**src/rtl/hilbert_mux_seq.sv**
```systemverilog
// Time-multiplexed antisymmetric (type III) Hilbert FIR: one pre-subtractor, multiplier and accumulator shared by every tap and channel.
// Define HILBERT_COEF_WR_EN to make the coefficients writable at run time through the coef_* ports.
module hilbert_mux_seq #(
    parameter int NCH   = 4,
    parameter int DW    = 16,
    parameter int ORDER = 8,
    parameter int CW    = 11,
    parameter int CFRAC = 10,
    parameter logic [(ORDER/4)*CW-1:0] COEFS = {11'd245, 11'd641}
) (
    input  logic              clock,
    input  logic              reset,
    input  logic              in_valid,
    output logic              in_ready,
    input  logic [NCH*DW-1:0] in_data,
    output logic              out_valid,
    output logic [NCH*DW-1:0] re_out,
    output logic [NCH*DW-1:0] im_out,
    output logic              overrun
`ifdef HILBERT_COEF_WR_EN
    ,
    input  logic              coef_we,
    input  logic [4:0]        coef_addr,
    input  logic [CW-1:0]     coef_data
`endif
);

    localparam int K   = ORDER / 4;
    localparam int CTR = ORDER / 2;
    localparam int PW  = DW + 1;
    localparam int MW  = PW + CW;
    localparam int AW  = MW + $clog2(K);
    localparam int RW  = AW + 1;
    localparam int CHW = (NCH > 1) ? $clog2(NCH) : 1;
    localparam int JW  = (K > 1) ? $clog2(K) : 1;

    localparam logic signed [RW-1:0] HALF   = RW'(1) <<< (CFRAC - 1);
    localparam logic signed [RW-1:0] HALF_M = HALF - RW'(1);
    localparam logic signed [RW-1:0] SMAX   = RW'((2 ** (DW - 1)) - 1);
    localparam logic signed [RW-1:0] SMIN   = -SMAX - RW'(1);

    typedef enum logic [1:0] {IDLE, MAC, ROUND, DONE} state_t;

    state_t           state, state_nxt;
    logic [CHW-1:0]   ch, ch_nxt;
    logic [JW-1:0]    j, j_nxt;

    logic signed [DW-1:0] xd [NCH][ORDER+1];
    logic signed [DW-1:0] xs [ORDER+1];
    logic signed [CW-1:0] coef [K];

    logic signed [DW-1:0] tap_a_p0, tap_b_p0;
    logic signed [CW-1:0] cf_p0;
    logic signed [PW-1:0] pre_p0;
    logic signed [MW-1:0] prod_p0;
    logic signed [AW-1:0] acc_p1;
    logic signed [DW-1:0] rnd_p1;

    logic [NCH*DW-1:0] re_sh, im_sh, re_nxt, im_nxt;

    // Scale by 2^-CFRAC, round half away from zero, clamp to the DW-bit range.
    function automatic logic signed [DW-1:0] round_sat(input logic signed [AW-1:0] a);
        logic signed [RW-1:0] t;
        t = RW'(a) + (a[AW-1] ? HALF_M : HALF);
        t = t >>> CFRAC;
        if (t > SMAX)
            return DW'(SMAX);
        else if (t < SMIN)
            return DW'(SMIN);
        else
            return DW'(t);
    endfunction

`ifdef HILBERT_COEF_WR_EN
    always_ff @(posedge clock) begin
        if (reset) begin
            for (int i = 0; i < K; i++)
                coef[i] <= COEFS[i*CW +: CW];
        end else if (state == IDLE && coef_we) begin
            for (int i = 0; i < K; i++)
                if (coef_addr == 5'(i))
                    coef[i] <= coef_data;
        end
    end
`else
    for (genvar g = 0; g < K; g++) begin : g_coef
        assign coef[g] = COEFS[g*CW +: CW];
    end
`endif

    assign in_ready  = (state == IDLE);
    assign out_valid = (state == DONE) && !reset;

    always_comb begin
        state_nxt = state;
        ch_nxt    = ch;
        j_nxt     = j;
        case (state)
            IDLE: begin
                if (in_valid) begin
                    state_nxt = MAC;
                    ch_nxt    = '0;
                    j_nxt     = '0;
                end
            end
            MAC: begin
                if (j == JW'(K - 1))
                    state_nxt = ROUND;
                else
                    j_nxt = j + JW'(1);
            end
            ROUND: begin
                j_nxt = '0;
                if (ch == CHW'(NCH - 1)) begin
                    state_nxt = DONE;
                end else begin
                    ch_nxt    = ch + CHW'(1);
                    state_nxt = MAC;
                end
            end
            DONE:    state_nxt = IDLE;
            default: state_nxt = IDLE;
        endcase
    end

    always_ff @(posedge clock) begin
        if (reset) begin
            state   <= IDLE;
            ch      <= '0;
            j       <= '0;
            overrun <= 1'b0;
        end else begin
            state <= state_nxt;
            ch    <= ch_nxt;
            j     <= j_nxt;
            if (in_valid && !in_ready)
                overrun <= 1'b1;
        end
    end

    // Stage p0: select channel and tap pair, pre-subtract, multiply.
    always_comb begin
        for (int t = 0; t <= ORDER; t++)
            xs[t] = '0;
        for (int c = 0; c < NCH; c++)
            if (ch == CHW'(c))
                for (int t = 0; t <= ORDER; t++)
                    xs[t] = xd[c][t];
    end

    always_comb begin
        tap_a_p0 = '0;
        tap_b_p0 = '0;
        cf_p0    = '0;
        for (int jj = 0; jj < K; jj++)
            if (j == JW'(jj)) begin
                tap_a_p0 = xs[CTR-1-2*jj];
                tap_b_p0 = xs[CTR+1+2*jj];
                cf_p0    = coef[jj];
            end
    end

    assign pre_p0  = PW'(tap_a_p0) - PW'(tap_b_p0);
    assign prod_p0 = MW'(pre_p0) * MW'(cf_p0);

    // Stage p1: accumulate, then round/saturate the finished channel.
    assign rnd_p1 = round_sat(acc_p1);

    always_comb begin
        re_nxt = re_sh;
        im_nxt = im_sh;
        for (int c = 0; c < NCH; c++)
            if (ch == CHW'(c)) begin
                re_nxt[c*DW +: DW] = xs[CTR];
                im_nxt[c*DW +: DW] = rnd_p1;
            end
    end

    always_ff @(posedge clock) begin
        if (reset) begin
            for (int c = 0; c < NCH; c++)
                for (int t = 0; t <= ORDER; t++)
                    xd[c][t] <= '0;
            acc_p1 <= '0;
            re_out <= '0;
            im_out <= '0;
        end else begin
            if (state == IDLE && in_valid) begin
                for (int c = 0; c < NCH; c++) begin
                    for (int t = ORDER; t > 0; t--)
                        xd[c][t] <= xd[c][t-1];
                    xd[c][0] <= in_data[c*DW +: DW];
                end
            end
            if (state == MAC)
                acc_p1 <= acc_p1 + AW'(prod_p0);
            if (state == ROUND) begin
                acc_p1 <= '0;
                // The last channel goes straight to the outputs so they are new in the DONE cycle.
                if (ch == CHW'(NCH - 1)) begin
                    re_out <= re_nxt;
                    im_out <= im_nxt;
                end
            end
        end
    end

    always_ff @(posedge clock) begin
        if (state == ROUND) begin
            re_sh <= re_nxt;
            im_sh <= im_nxt;
        end
    end

endmodule
```
**config.mk**
```make
export PLATFORM = sky130hd
export DESIGN_NAME = hilbert_mux_seq
export DESIGN_NICKNAME = d
export VERILOG_FILES = /design/src/rtl/hilbert_mux_seq.sv
export SDC_FILE = /design/constraint.sdc
export NUM_CORES = 2
export LEC_CHECK = 0
export ABC_AREA = 0
export CORE_UTILIZATION = 25
export DETAILED_ROUTE_END_ITERATION = 10
export GPL_TIMING_DRIVEN = 0
export HOLD_SLACK_MARGIN = 0.06
export PLACE_DENSITY = 0.44
export SLEW_MARGIN = 25
export SYNTH_ARGS = -nofsm -noshare
export SYNTH_HDL_FRONTEND = slang
export SYNTH_SLANG_ARGS = --single-unit
```
**constraint.sdc**
```tcl
create_clock -name clock -period 41.9 [get_ports clock]
set_input_delay 8.38 -clock clock [delete_from_list [all_inputs] [get_ports clock]]
set_output_delay 8.38 -clock clock [all_outputs]
set_load 0.02 [all_outputs]
```
Word level (Yosys, flattened, before mapping)

Memories as Yosys holds them, arrays and structs flattened.
Cells that the tools add are included.

Order comparisons: 2
Reductions and logical operators: 14
Muxes and demuxes: 69
Add/sub/neg operators: 5
Bitwise logic cells: 36
Multiply operators: 1
Equal/unequal tests: 9

Operators by type and width:

| cell                                                         | number |
|---|---|
| 2-to-1 mux 16 bit                                            | 48 |
| 2-to-1 mux 128 bit                                           | 4 |
| bitwise OR 1 bit                                             | 36 |
| adder 29 x 11 -> 30 bit                                      | 1 |
| adder 29 x 28 -> 29 bit                                      | 1 |
| multiplier 17 x 11 -> 28 bit                                 | 1 |
| > comparator 20 x 16 -> 1 bit, second input constant         | 1 |
| less-than comparator 20 x 16 -> 1 bit, second input constant | 1 |
| 2-to-1 mux 10 bit                                            | 2 |
| subtractor 16 x 16 -> 17 bit                                 | 1 |
| 2-to-1 mux 2 bit                                             | 5 |
| == test 2 bit, second input constant                         | 4 |
| one-hot mux 2 bit (4 select lines)                           | 1 |
| 2-to-1 mux 1 bit                                             | 7 |
| inequality test 2 bit, second input constant                 | 3 |
| AND reduction 2 bit                                          | 3 |
| == test 2 x 1 -> 1 bit, second input constant                | 2 |
| logical NOT 2 bit                                            | 2 |
| one-hot mux 2 bit (2 select lines)                           | 1 |
| logical AND 1 bit                                            | 3 |
| one-hot mux 1 bit (3 select lines)                           | 1 |
| AND reduction 3 bit                                          | 1 |
| nonzero test 3 bit                                           | 1 |
| adder 2 x 1 -> 2 bit, second input constant                  | 1 |
| 4 further kinds                                              | 5 |

Flip-flop bits (word level): 291
Bits in writable memories: 576
Input bits: 67
Output and inout port bits: 131
Memories kept: 1
Word-level logic and storage cells: 146

Memory list:

| name | words | bits a word | rd ports | clocked after Yosys merged registers in | write ports | RTL line | RTL |
|---|---|---|---|---|---|---|---|
| xd   | 4     | 144         | 4        | 0                                       | 4           | 48       | `logic signed [DW-1:0] xd [NCH][ORDER+1];` |

Depth between registers and ports, before layout

Word-level depth: 9
Depth in mapped cells: 44
Gate-level depth less buffers: 41

Worst setup path before layout

Ideal clock, no wire load.

Path type: input port to flip-flop
Start: in reset
End: mem xd[0][100] (netlist name) (enable)
Cell stages on the path: 5
Required time: 38.258 ns
Slack: 20.801 ns
Library setup time: 3.642 ns
Buffers on the path: 3
Data arrival time: 17.457 ns
Cell sequence: clkbuf_1 > inv_1 > clkbuf_1 > buf_1 > nand2_1

RTL lines:

| element     | RTL line | RTL |
|---|---|---|
| from (decl) | 12       | `input logic reset,` |
| to (decl)   | 48       |  |

Final worst setup path

Start: in reset
End: out out_valid

Word-level cells in the longest chain between the ends: 2

Ends and longest elaborated chain:

| element           | RTL line | RTL |
|---|---|---|
| logical NOT 1 bit | 92       | `assign out_valid = (state == DONE) && !reset;` |
| logical AND 1 bit | 92       |  |
| to (decl)         | 16       | `output logic out_valid,` |

No other way between the ends.

==> impl_metrics.env <==
export IMPL_outcome="completed"
export IMPL_postCtsSetupRepairBufs=0
export IMPL_post_dp_hpwl_um=91800
export IMPL_cts_resized=0
export IMPL_drcViolationCount=0
export IMPL_finalHoldViolations=0
export IMPL_r2r_cells=42
export IMPL_synthToLayoutAreaGrowth_pct=20.2
export IMPL_min_delay_start="re_out[42]"
export IMPL_grt_pass1_vias=26300
export IMPL_synthArstFlopShare=0
export IMPL_power_density_nw_per_um2=76.2
export IMPL_synth_edf_count=609
export IMPL_grt_pass1_wl_um=175000
export IMPL_ys_ff_latch=772
export IMPL_drive_gt1_frac=0.0571
export IMPL_min_path_cells=2
export IMPL_clockRootBuffer="clkbuf_16"
export IMPL_wl_per_cell_um=20.0
export IMPL_synthTopCellsByArea="edfxtp_1 (48%), and2_1 (8.6%), dfxtp_1 (8.5%)"
export IMPL_ant_nets=0
export IMPL_insertion_delay_ns=0.69
export IMPL_vias_per_cell=4.34
export IMPL_min_to="re_out[42]"
export IMPL_cts_buffer_depth=3
export IMPL_rows=143
export IMPL_drv_cap=0
export IMPL_slowest_stage="clkdlybuf4s50_1"
export IMPL_critical_path_max_stage_delay_ns=0.64
export IMPL_finalNetCount=4114
export IMPL_mostFrequentLayoutCells="edfxtp_1 (609), and2_1 (529), a21oi_1 (361)"
export IMPL_rsz0062_at_grt="false"
export IMPL_total_power_uw=3520
export IMPL_synthFlopType="edfxtp_1"
export IMPL_vias=25600
export IMPL_dieArea_um2=155000
export IMPL_reg2reg_slack_ns=30.99
export IMPL_drt_iter0_markers=1780
export IMPL_crit_chain="clkbuf_1 -> inv_1 -> clkbuf_1 -> and3_1 -> clkdlybuf4s50_1"
export IMPL_critPathArrivalTime_ns=10.39
export IMPL_maxSlewHeadroom=0.280
export IMPL_critPathMaxFanout=10
export IMPL_antenna_found_initial=1
export IMPL_regToRegEndpoint="acc_p1[26]"
export IMPL_yosys_area_top_type="edfxtp_1"
export IMPL_fin_crit_ns=18.77
export IMPL_critPathMostFrequentCell="clkbuf_1"
export IMPL_synth_warning_count=0
export IMPL_first_pass_iters=5
export IMPL_cts_sinks=772
export IMPL_post_route_period_util=0.448
export IMPL_r2r_start="ch[0]"
export IMPL_worst_slew_pin_slew_ns=1.08
export IMPL_cts_buffers_inserted=88
export IMPL_clk_pin_slew_worst_paths_ns=0.05
export IMPL_synthCells=3502
export IMPL_synth_area_um2=38500
export IMPL_cts_htree_levels=3
export IMPL_ioPinCount=198
export IMPL_hold_path_class="reg -> reg"
export IMPL_core_um2=152000
export IMPL_power_leakage_uw=0.0178
export IMPL_start_kind="input pin"
export IMPL_worst_setup_path_end_kind="output pin"
export IMPL_fin_skew_ns=0.0291
export IMPL_grt_max_degree=54
export IMPL_grtUsageTotal=0.151
export IMPL_fmax_mhz=53.3
export IMPL_final_common_cell="edfxtp_1"
export IMPL_cts_hold_buf=0
export IMPL_gp_congestion=1.03
export IMPL_critPathRequiredTime_ns=33.52
export IMPL_die_w_um=394
export IMPL_ir_drop_v=0.000117
export IMPL_drt_wl_total_um=118000
export IMPL_io_buffer_count=196
export IMPL_yosysSeqAreaShare=0.560
export IMPL_overflow=0
export IMPL_cts_tree="built"
export IMPL_yosysUniqueCellTypes=64
export IMPL_critPathKind="in -> out"
export IMPL_avgSynthCellArea_um2=11.0
export IMPL_start_util=0.253
export IMPL_setup_viol=0
export IMPL_die_h_um=394
export IMPL_fin_setup_tns_ns=0
export IMPL_synth_top_area_share=0.476
export IMPL_slew_viol_final=0
Yosys cell counts, types with 28 or more instances:
cell and instances:
a211oi_1 46, a21o_1 28, a21oi_1 361, and2_1 529, clkbuf_1 179, dfxtp_1 163
edfxtp_1 609, fa_1 113, ha_1 131, inv_1 236, nand2_1 356, nor2_1 296
nor2b_1 35, o21ai_0 90, xnor2_1 34
where the power goes:
part / leakage, uW / total [uW] / switching [uW] / internal (uW)
clock network: 0.00141 / 774 / 324 / 450
logic: 0.00860 / 1830 / 1090 / 738
registers: 0.00775 / 918 / 32.1 / 886
total: 0.0178 / 3520 / 1450 / 2070
metrics by stage:
step                 util  area [um^2]  std cells  hold WS (ns)  setup WS (ns)
finish              0.304        46200       5901         0.457          23.13
global route        0.304        46200       5900         0.480          23.08
CTS                 0.303        46200       5899         0.459          23.09
detailed placement  0.285        43300       5742         0.451          23.10
global placement    0.282        43000       5729         0.447          14.21
floorplan               -        38500       3503         0.453          20.80
metal layers:
metal / share of wire / wire length [um] / track usage / up-vias
li1: - / - / - / 12500
met4: 0.027 / 3240 / 0.0491 / 0
met2: 0.49 / 58200 / 0.262 / 482
met5: 0 / 0 / 0 / -
met1: 0.45 / 52700 / 0.193 / 12500
met3: 0.032 / 3770 / 0.0180 / 150
how the worst max path moves through the flow:
stage / from / to / cells past startpoint / slack, ns
finish: reset / out_valid / 5 / 23.13
floorplan: reset / xd[0][100] / 5 / 20.80
global route: reset / out_valid / 5 / 23.08
detailed placement: reset / out_valid / 5 / 23.10
global placement: reset / xd[0][137] / 5 / 14.21
CTS: reset / out_valid / 5 / 23.09
cells by family (layout without fill, tap and decap cells):
kind of cell | Yosys count | after routing | share of synthesized area
flip-flops | 772 | 772 | 0.560
multiplexers | 20 | 20 | 0.0102
AO/OA/AOI/OAI | 639 | 639 | 0.0983
other | 1 | 3 | 0.0000975
adder cells (fa/ha/maj) | 244 | 244 | 0.101
XOR/XNOR | 57 | 57 | 0.0130
AND/OR/NAND/NOR | 1325 | 1325 | 0.173
buffers and inverters | 444 | 811 | 0.0434
critical path: cells and delay by family:
| family | cells | cell delay (ns) |
|---|---|---|
| buffers and inverters | 4 | 1.66 |
| and+or+nand+nor | 1 | 0.34 |
cell type report:
class,count,area (um^2)
fill,15700,106000
sequential,772,21600
multi-input combinational,2287,15300
tap,2030,2540
clock buffer,121,2500
timing repair buffer,210,2290
inverter,236,886
buffer,208,788
clock inverter,36,385
antenna,1,2.50
sequential cells by signal, indices dropped and copies added, names as in the netlist:
register	flops
acc_p1	29
im_out	64
re_sh	49
im_sh	48
overrun	1
state	2
ch	2
re_out	64
j	1
xd	512
Power figures use the tool's default switching activity.
